[src/rtl/cybernid_input_quantizer.sv]
// Streaming input stage: quantizes signed feature beats to 2-bit codes and packs one sample.
// Latency: packed sample valid the cycle after the final beat; input stalls while output is pending.
module cybernid_input_quantizer #(
    parameter int NUM_FEATURES = 16,
    parameter int FEAT_W       = 16
) (
    input  logic                              clk,
    input  logic                              rst,
    input  logic                              s_valid,
    output logic                              s_ready,
    input  logic [FEAT_W-1:0]                 s_data,
    input  logic                              s_last,
    input  logic                              cfg_we,
    input  logic [$clog2(NUM_FEATURES)+1:0]   cfg_addr,
    input  logic [FEAT_W-1:0]                 cfg_data,
    output logic                              m_valid,
    input  logic                              m_ready,
    output logic [2*NUM_FEATURES-1:0]         m_data,
    output logic                              err_len
);

    localparam int            IW       = $clog2(NUM_FEATURES);
    localparam logic [IW-1:0] LAST_IDX = IW'(NUM_FEATURES - 1);
    localparam logic [IW:0]   NF_L     = (IW+1)'(NUM_FEATURES);

    typedef enum logic [1:0] {
        COLLECT = 2'd0,
        DRAIN   = 2'd1,
        OUTPUT  = 2'd2
    } state_t;

    state_t                    state;
    logic [IW-1:0]             idx;
    logic signed [FEAT_W-1:0]  thr [NUM_FEATURES][3];
    logic [2*NUM_FEATURES-1:0] stage;
    logic [2*NUM_FEATURES-1:0] packed_next;

    logic signed [FEAT_W-1:0]  x;
    logic                      ge0, ge1, ge2;
    logic [1:0]                code;
    logic                      accept;

    logic [IW-1:0]             cfg_f;
    logic [1:0]                cfg_t;
    logic                      cfg_hit;

    assign x      = s_data;
    assign ge0    = (x >= thr[idx][0]);
    assign ge1    = (x >= thr[idx][1]);
    assign ge2    = (x >= thr[idx][2]);
    assign code   = {1'b0, ge0} + {1'b0, ge1} + {1'b0, ge2};
    assign accept = s_valid && s_ready;

    assign cfg_f   = cfg_addr[IW+1:2];
    assign cfg_t   = cfg_addr[1:0];
    assign cfg_hit = cfg_we && ({1'b0, cfg_f} < NF_L) && (cfg_t != 2'd3);

    assign m_valid = (state == OUTPUT);

    always_comb begin
        packed_next = stage;
        packed_next[2*(NUM_FEATURES-1) +: 2] = code;
    end

    // Quantization reads thr combinationally, so a same-cycle write is seen one beat later.
    always_ff @(posedge clk or posedge rst) begin
        if (rst) begin
            for (int i = 0; i < NUM_FEATURES; i++) begin
                for (int k = 0; k < 3; k++) begin
                    thr[i][k] <= '0;
                end
            end
        end else if (cfg_hit) begin
            thr[cfg_f][cfg_t] <= cfg_data;
        end
    end

    always_ff @(posedge clk or posedge rst) begin
        if (rst) begin
            state   <= COLLECT;
            idx     <= '0;
            stage   <= '0;
            m_data  <= '0;
            err_len <= 1'b0;
            s_ready <= 1'b0;
        end else begin
            err_len <= 1'b0;
            case (state)
                COLLECT: begin
                    s_ready <= 1'b1;
                    if (accept) begin
                        if (idx != LAST_IDX) begin
                            if (s_last) begin
                                err_len <= 1'b1;
                                stage   <= '0;
                                idx     <= '0;
                            end else begin
                                stage[{idx, 1'b0} +: 2] <= code;
                                idx <= idx + 1'b1;
                            end
                        end else begin
                            idx   <= '0;
                            stage <= '0;
                            if (s_last) begin
                                m_data  <= packed_next;
                                state   <= OUTPUT;
                                s_ready <= 1'b0;
                            end else begin
                                err_len <= 1'b1;
                                state   <= DRAIN;
                            end
                        end
                    end
                end
                DRAIN: begin
                    s_ready <= 1'b1;
                    if (accept && s_last) begin
                        state <= COLLECT;
                    end
                end
                OUTPUT: begin
                    s_ready <= 1'b0;
                    if (m_ready) begin
                        state   <= COLLECT;
                        s_ready <= 1'b1;
                    end
                end
                default: begin
                    state   <= COLLECT;
                    s_ready <= 1'b1;
                end
            endcase
        end
    end

endmodule

[config.mk]
export PLATFORM = sky130hd
export DESIGN_NAME = cybernid_input_quantizer
export DESIGN_NICKNAME = d
export VERILOG_FILES = /design/src/rtl/cybernid_input_quantizer.sv
export SDC_FILE = /design/constraint.sdc
export NUM_CORES = 2
export LEC_CHECK = 0
export CAP_MARGIN = 40
export CORE_ASPECT_RATIO = 1.4
export CORE_MARGIN = 5
export CORE_UTILIZATION = 25
export CTS_CLUSTER_SIZE = 8
export DETAILED_ROUTE_END_ITERATION = 8
export PLACE_DENSITY_LB_ADDON = 0.05
export SLEW_MARGIN = 5
export SYNTH_ARGS = -nofsm -noshare
export SYNTH_HDL_FRONTEND = slang
export SYNTH_SLANG_ARGS = --single-unit
[constraint.sdc]
create_clock -name clk -period 30.7 [get_ports clk]
set_clock_uncertainty 0.1 [all_clocks]
set_input_delay 6.14 -clock clk [delete_from_list [all_inputs] [get_ports clk]]
set_output_delay 6.14 -clock clk [all_outputs]
set_load 0.01 [all_outputs]
Word level (Yosys, flattened, before mapping)
Index checks and enable logic that the tools add are counted.
W data, S select, Z words.

cells by class
  add/subtract/negate cells = 4
  multipliers = 0
  div/mod/pow operators = 0
  order comparisons = 8
  equal/unequal tests = 8
  shifts and indexed selects = 2
  mux-type cells = 28
  bitwise gates (word level) = 4
  reduce and logical (&&, ||, !) cells = 9

operators by type and width
  cell                      count
  $bwmux W768               1
  $bmux W48 S4              1
  $demux W48 S4             1
  $mux W48                  3
  $mux W32                  2
  $ge A16 B16 Y1            3
  $bwmux W32                1
  $demux W16 S2             1
  $shift A2 B7 Y32 const A  1
  $shiftx A2 B7 Y32         1
  $mux W16                  1
  $ge A5 B5 Y1 const B      2
  $mux W2                   5
  $not A4 Y5                2
  $mux W1                   8
  $mux W4                   2
  $ne A2 B2 Y1 const B      4
  $reduce_and A4 Y1         2
  $neg A5 Y7                1
  $pmux W2 S3               1
  $logic_and A1 B1 Y1       5
  $lt A5 B1 Y1 const B      1
  $add A4 B1 Y4 const B     1
  $ne A4 B4 Y1 const B      1
  other kinds (12)          12

storage, ports and cells
  flip-flop bits (word level) = 840
  latch bits = 0
  RAM bits = 0
  ROM bits = 0
  input port bits = 44
  output and inout port bits = 35
  logic and storage cells = 117
  memories = 0

Longest topological paths before layout
  depth in word-level cells = 11
  gate-level depth with buffers = 19
  depth with buffers taken out = 16

Worst setup path before layout
OpenSTA, ideal clock, no wires.

  path type = input -> register
  start = input s_data[6]
  end = register stage[18]
  library setup time = 0.082 ns
  arrival = 8.788 ns
  data required time = 30.518 ns
  path slack = 21.729 ns
  stages = 11
  path buffers = 0
  cell sequence = ha_1 -> a41o_1 -> a21oi_1 -> nor3_1 -> nor4b_1 -> mux2i_1 -> fa_1 -> nor2_1 -> nand2_1 -> or2_2 -> o22ai_1

on the way
  word-level cells in the longest chain between the ends = 7
  elaborated cells on any way between the ends = 9
  classes of those cells = 2 x add/sub; 3 x order compare; 1 x shift; 3 x mux

RTL lines
  element                            line    text
  from (decl)                        11      input logic [FEAT_W-1:0] s_data,
  $ge A16 B16 Y1 (on tied branches)  48, 49
  $add A1 B1 Y2                      51      assign code = {1'b0, ge0} + {1'b0, ge1} + {1'b0, ge2};
  $add A2 B1 Y2 *                    51
  $shiftx A2 B7 Y32 *                98      stage[{idx, 1'b0} +: 2] <= code;
  $bwmux W32 *                       98
  $mux W32 *                         93      if (s_last) begin
  $mux W32 *                         92      if (idx != LAST_IDX) begin
  to (signal, indexed assignment)    98
  to (decl)                          35      logic [2*NUM_FEATURES-1:0] stage;

Every way passes the cells marked *; elsewhere a longest branch is shown, timed or not.
A chain may end at the register's enable or synchronous reset.

Final worst setup path
  start = input s_data[15]
  end = register stage[18]

The elaborated chain is that of the path after synthesis.

==> impl_results.md <==
- Status: complete, no violations
- Post-synthesis register bit count: between 800 and 900
- Die H: 479 um
- Placed wire-length estimate: 90100 um
- Place WS: 20.34 ns
- Final Net Count: about 3000
- Core box area: 0.157 mm^2
- Kind of critical path: input port to flip-flop
- Die area: 0.165 mm^2
- Worst hold path type: flip-flop to flip-flop
- Crit start category: input port
- Rel. slew slack: 0.271
- Leading area contributor after synthesis: dfrtp_1
- Lkg Pwr: 20.8 nW
- Tmin final: roughly 9.6 ns
- PortBufs: 78
- Site Rows: 172
- Iter 0 DRT Violations: 1293
- Clk network pwr share: 0.374
- Chip Width: 345 um
- Pins over their slew limit: 0
- Hold Slack: 0.381 ns
- CTS resizes: 0
- Crit-path max FO: 7
- Non-Filler Instances: between 4000 and 5000
- CTS tree: built
- Hold-fix buffers, CTS: 0
- First-pass GRT wire length: 200000 um
- Worst-Margin Slew: 1.09 ns
- Cell Pwr Density: 67.0 mW/mm^2
- Crit path capture type: flip-flop
- Max-cap violation count: 0
- Sequential Power Share: 0.425
- Most common flop cell mapped by yosys: dfrtp_1
- Net count after synthesis: 2842
- Pwr Total: 0.00310 W
- Top-area cell type share of the netlist area: 0.533
- Longest Clk Path Bufs: 3
- Final period util: 0.312
- Share of cells above drive strength 1: 0.430
- Syn avg cell area: between 10 and 15 um^2
- Final worst slack: 21.12 ns
- Top cells by area, synth: dfrtp_1 53%, mux2_2 23%, mux4_2 6.4%, mux2i_1 4.6%, a221oi_1 2.2%
- Crit-path cells: clkdlybuf4s50_1, ha_1, nand4_1, nor3_1, a21boi_0, nor4_1, mux2i_1, fa_1, nor2_1, nand2_1, or2_2, o22ai_1
- CTS Root Cell: clkbuf_16
- Clock slew at reported path FFs: approximately 0.06 ns
- Comb pwr share: 0.201
- Most common cell in the netlist: dfrtp_1
- Worst EP arrival: about 10 ns
- Routed wire length: ~140000 um
- Ys Warns: 0
- Via density: 4.88
- Distinct cells, synth: 66
- Clk sink count: 838
- Switching share of total power: 0.295
- Grt total ovfl: 0
- TNS Setup: 0 ns
- Skew-Pair Late Insertion Delay: between 0.7 and 0.8 ns
- # IOs: 79
- Vias in the first global route: 26200
- Async SR Flop Fraction: 1.00
- DR WL/cell: roughly 28 um
- Count of endpoints failing setup in the final report: 0
- GPL Wtd Cong: 0.787
- Mapped Area: 0.0393 mm^2
- Number of synthesized flops with an enable pin: 0
- H-tree Lvls: 3
- First-pass iteration count of the detailed router: 5
- Syn Inst Count: 2743
- Data required time of the critical path: 31.24 ns
- Total CTS buffers: 115
- DRC errors left: 0
- Slowest-stage cell, CP: fa_1
- RSZ-0062 raised after global routing: false
- Internal power: ~0.0022 W
- Peak VDD IR: 0.0000524 V
- Vias: 24100
- Slowest stage delay, CP: 0.60 ns
- Placed Instances: ~4800
- P_sw: 0.000915 W
- Initial antenna violation count: 24
- Max Fclk: around 100 MHz
- Tot GR Track Use: 0.166
- Sequential cell area fraction in the yosys report: 0.533
- Largest net degree at the start of global routing: 106
- Post-synth top cells: 838 x dfrtp_1, 803 x mux2_2, 181 x mux2i_1
- Final antenna-violating net count: 0
- Starting Density: 0.251
- Final Hold Viols: 0
- Area Growth Syn to Fin: 17.7%
- Setup repair bufs after CTS: 0
-- power by group through the flow --
stage          clock network, W  logic (W)  registers [W]
6_report                0.00116   0.000623        0.00132
3_3_place_gp                  0   0.000615        0.00133
2_1_floorplan                 0   0.000400        0.00131
4_1_cts                 0.00122   0.000639        0.00132
5_1_grt                 0.00125   0.000679        0.00133
3_5_place_dp                  0   0.000637        0.00134
-- cell type report --
class	count	area, um^2
clock buffers	126	2940
flip-flops and latches	838	21000
clock inverters	7	165
well taps	2088	2610
multi-input cells	1666	17400
fillers	15800	110000
inverters	11	50.0
diodes	8	20.0
repair buffers	201	2160
-- per-stage QoR --
step | utilization | instance area, um^2
6_report | 0.295 | 46300
2_1_floorplan | - | 39300
4_1_cts | 0.295 | 46300
3_3_place_gp | 0.270 | 42300
5_1_grt | 0.295 | 46300
3_5_place_dp | 0.276 | 43200
-- cells in the final DEF (no fill, tap or decap), types with 5 or more instances in the layout --
cell             count
a21o_1               9
a21oi_1             34
a221o_1             14
a221oi_1            96
a22o_1               8
and3_1               5
buf_12              12
buf_16              19
buf_2               20
buf_4               86
clkbuf_1             9
clkbuf_16          115
clkdlybuf4s50_1     62
dfrtp_1            834
diode_2              8
ha_1                54
inv_1                8
mux2_2             803
mux2i_1            181
mux4_2             111
nand2_1             68
nand2_2             10
nand2b_1            21
nand3_1             14
nand4_1             15
nor2_1              83
nor2_4              14
nor2b_1              7
nor3_1              17
nor4_1               6
o211ai_1             6
o21ai_0             16
-- per-layer routing --
layer	GRT usage	share of wire	up-vias
met5	0	0.000094	-
met1	0.210	0.43	13000
met2	0.287	0.50	536
met3	0.0269	0.043	194
met4	0.0613	0.034	2
li1	-	-	10400
-- registers in the layout, indices dropped and copies added (netlist names) --
| signal | flops |
|---|---|
| thr | 768 |
| m_data | 32 |
| stage | 30 |
| idx | 4 |
| state | 2 |
| err_len | 1 |
| s_ready | 1 |
-- critical path: cells and delay by family --
family / cells / cell delay (ns)
AO/OA/AOI/OAI: 2 / 0.31
AND/OR/NAND/NOR: 6 / 1.80
buffers and inverters: 1 / 0.53
adder cells (fa/ha/maj): 2 / 0.99
multiplexers: 1 / 0.33
-- path summary, 6_finish.rpt --
kind	to	slack, ns	start	cells after the start
worst max-delay path	stage[18]	21.12	s_data[15]	12
worst min-delay path	stage[1]	0.38	stage[1]	2
worst max register to register	stage[18]	23.01	idx[0]	17
worst min register to register	stage[1]	0.38	stage[1]	2
max in group asynchronous	thr[447]	21.89	rst	6
min in group asynchronous	state[1]	5.87	rst	2
-- kinds of logic (layout without fill, tap and decap cells) --
kind of cell,count (synthesis),in the layout,synth area share
AND/OR/NAND/NOR,288,288,0.0368
AO/OA/AOI/OAI,228,228,0.0455
multiplexers,1095,1095,0.339
flip-flops,838,838,0.533
other,0,8,0
buffers and inverters,239,345,0.0275
adder cells (fa/ha/maj),55,55,0.0177
Power figures use the tool's default switching activity.
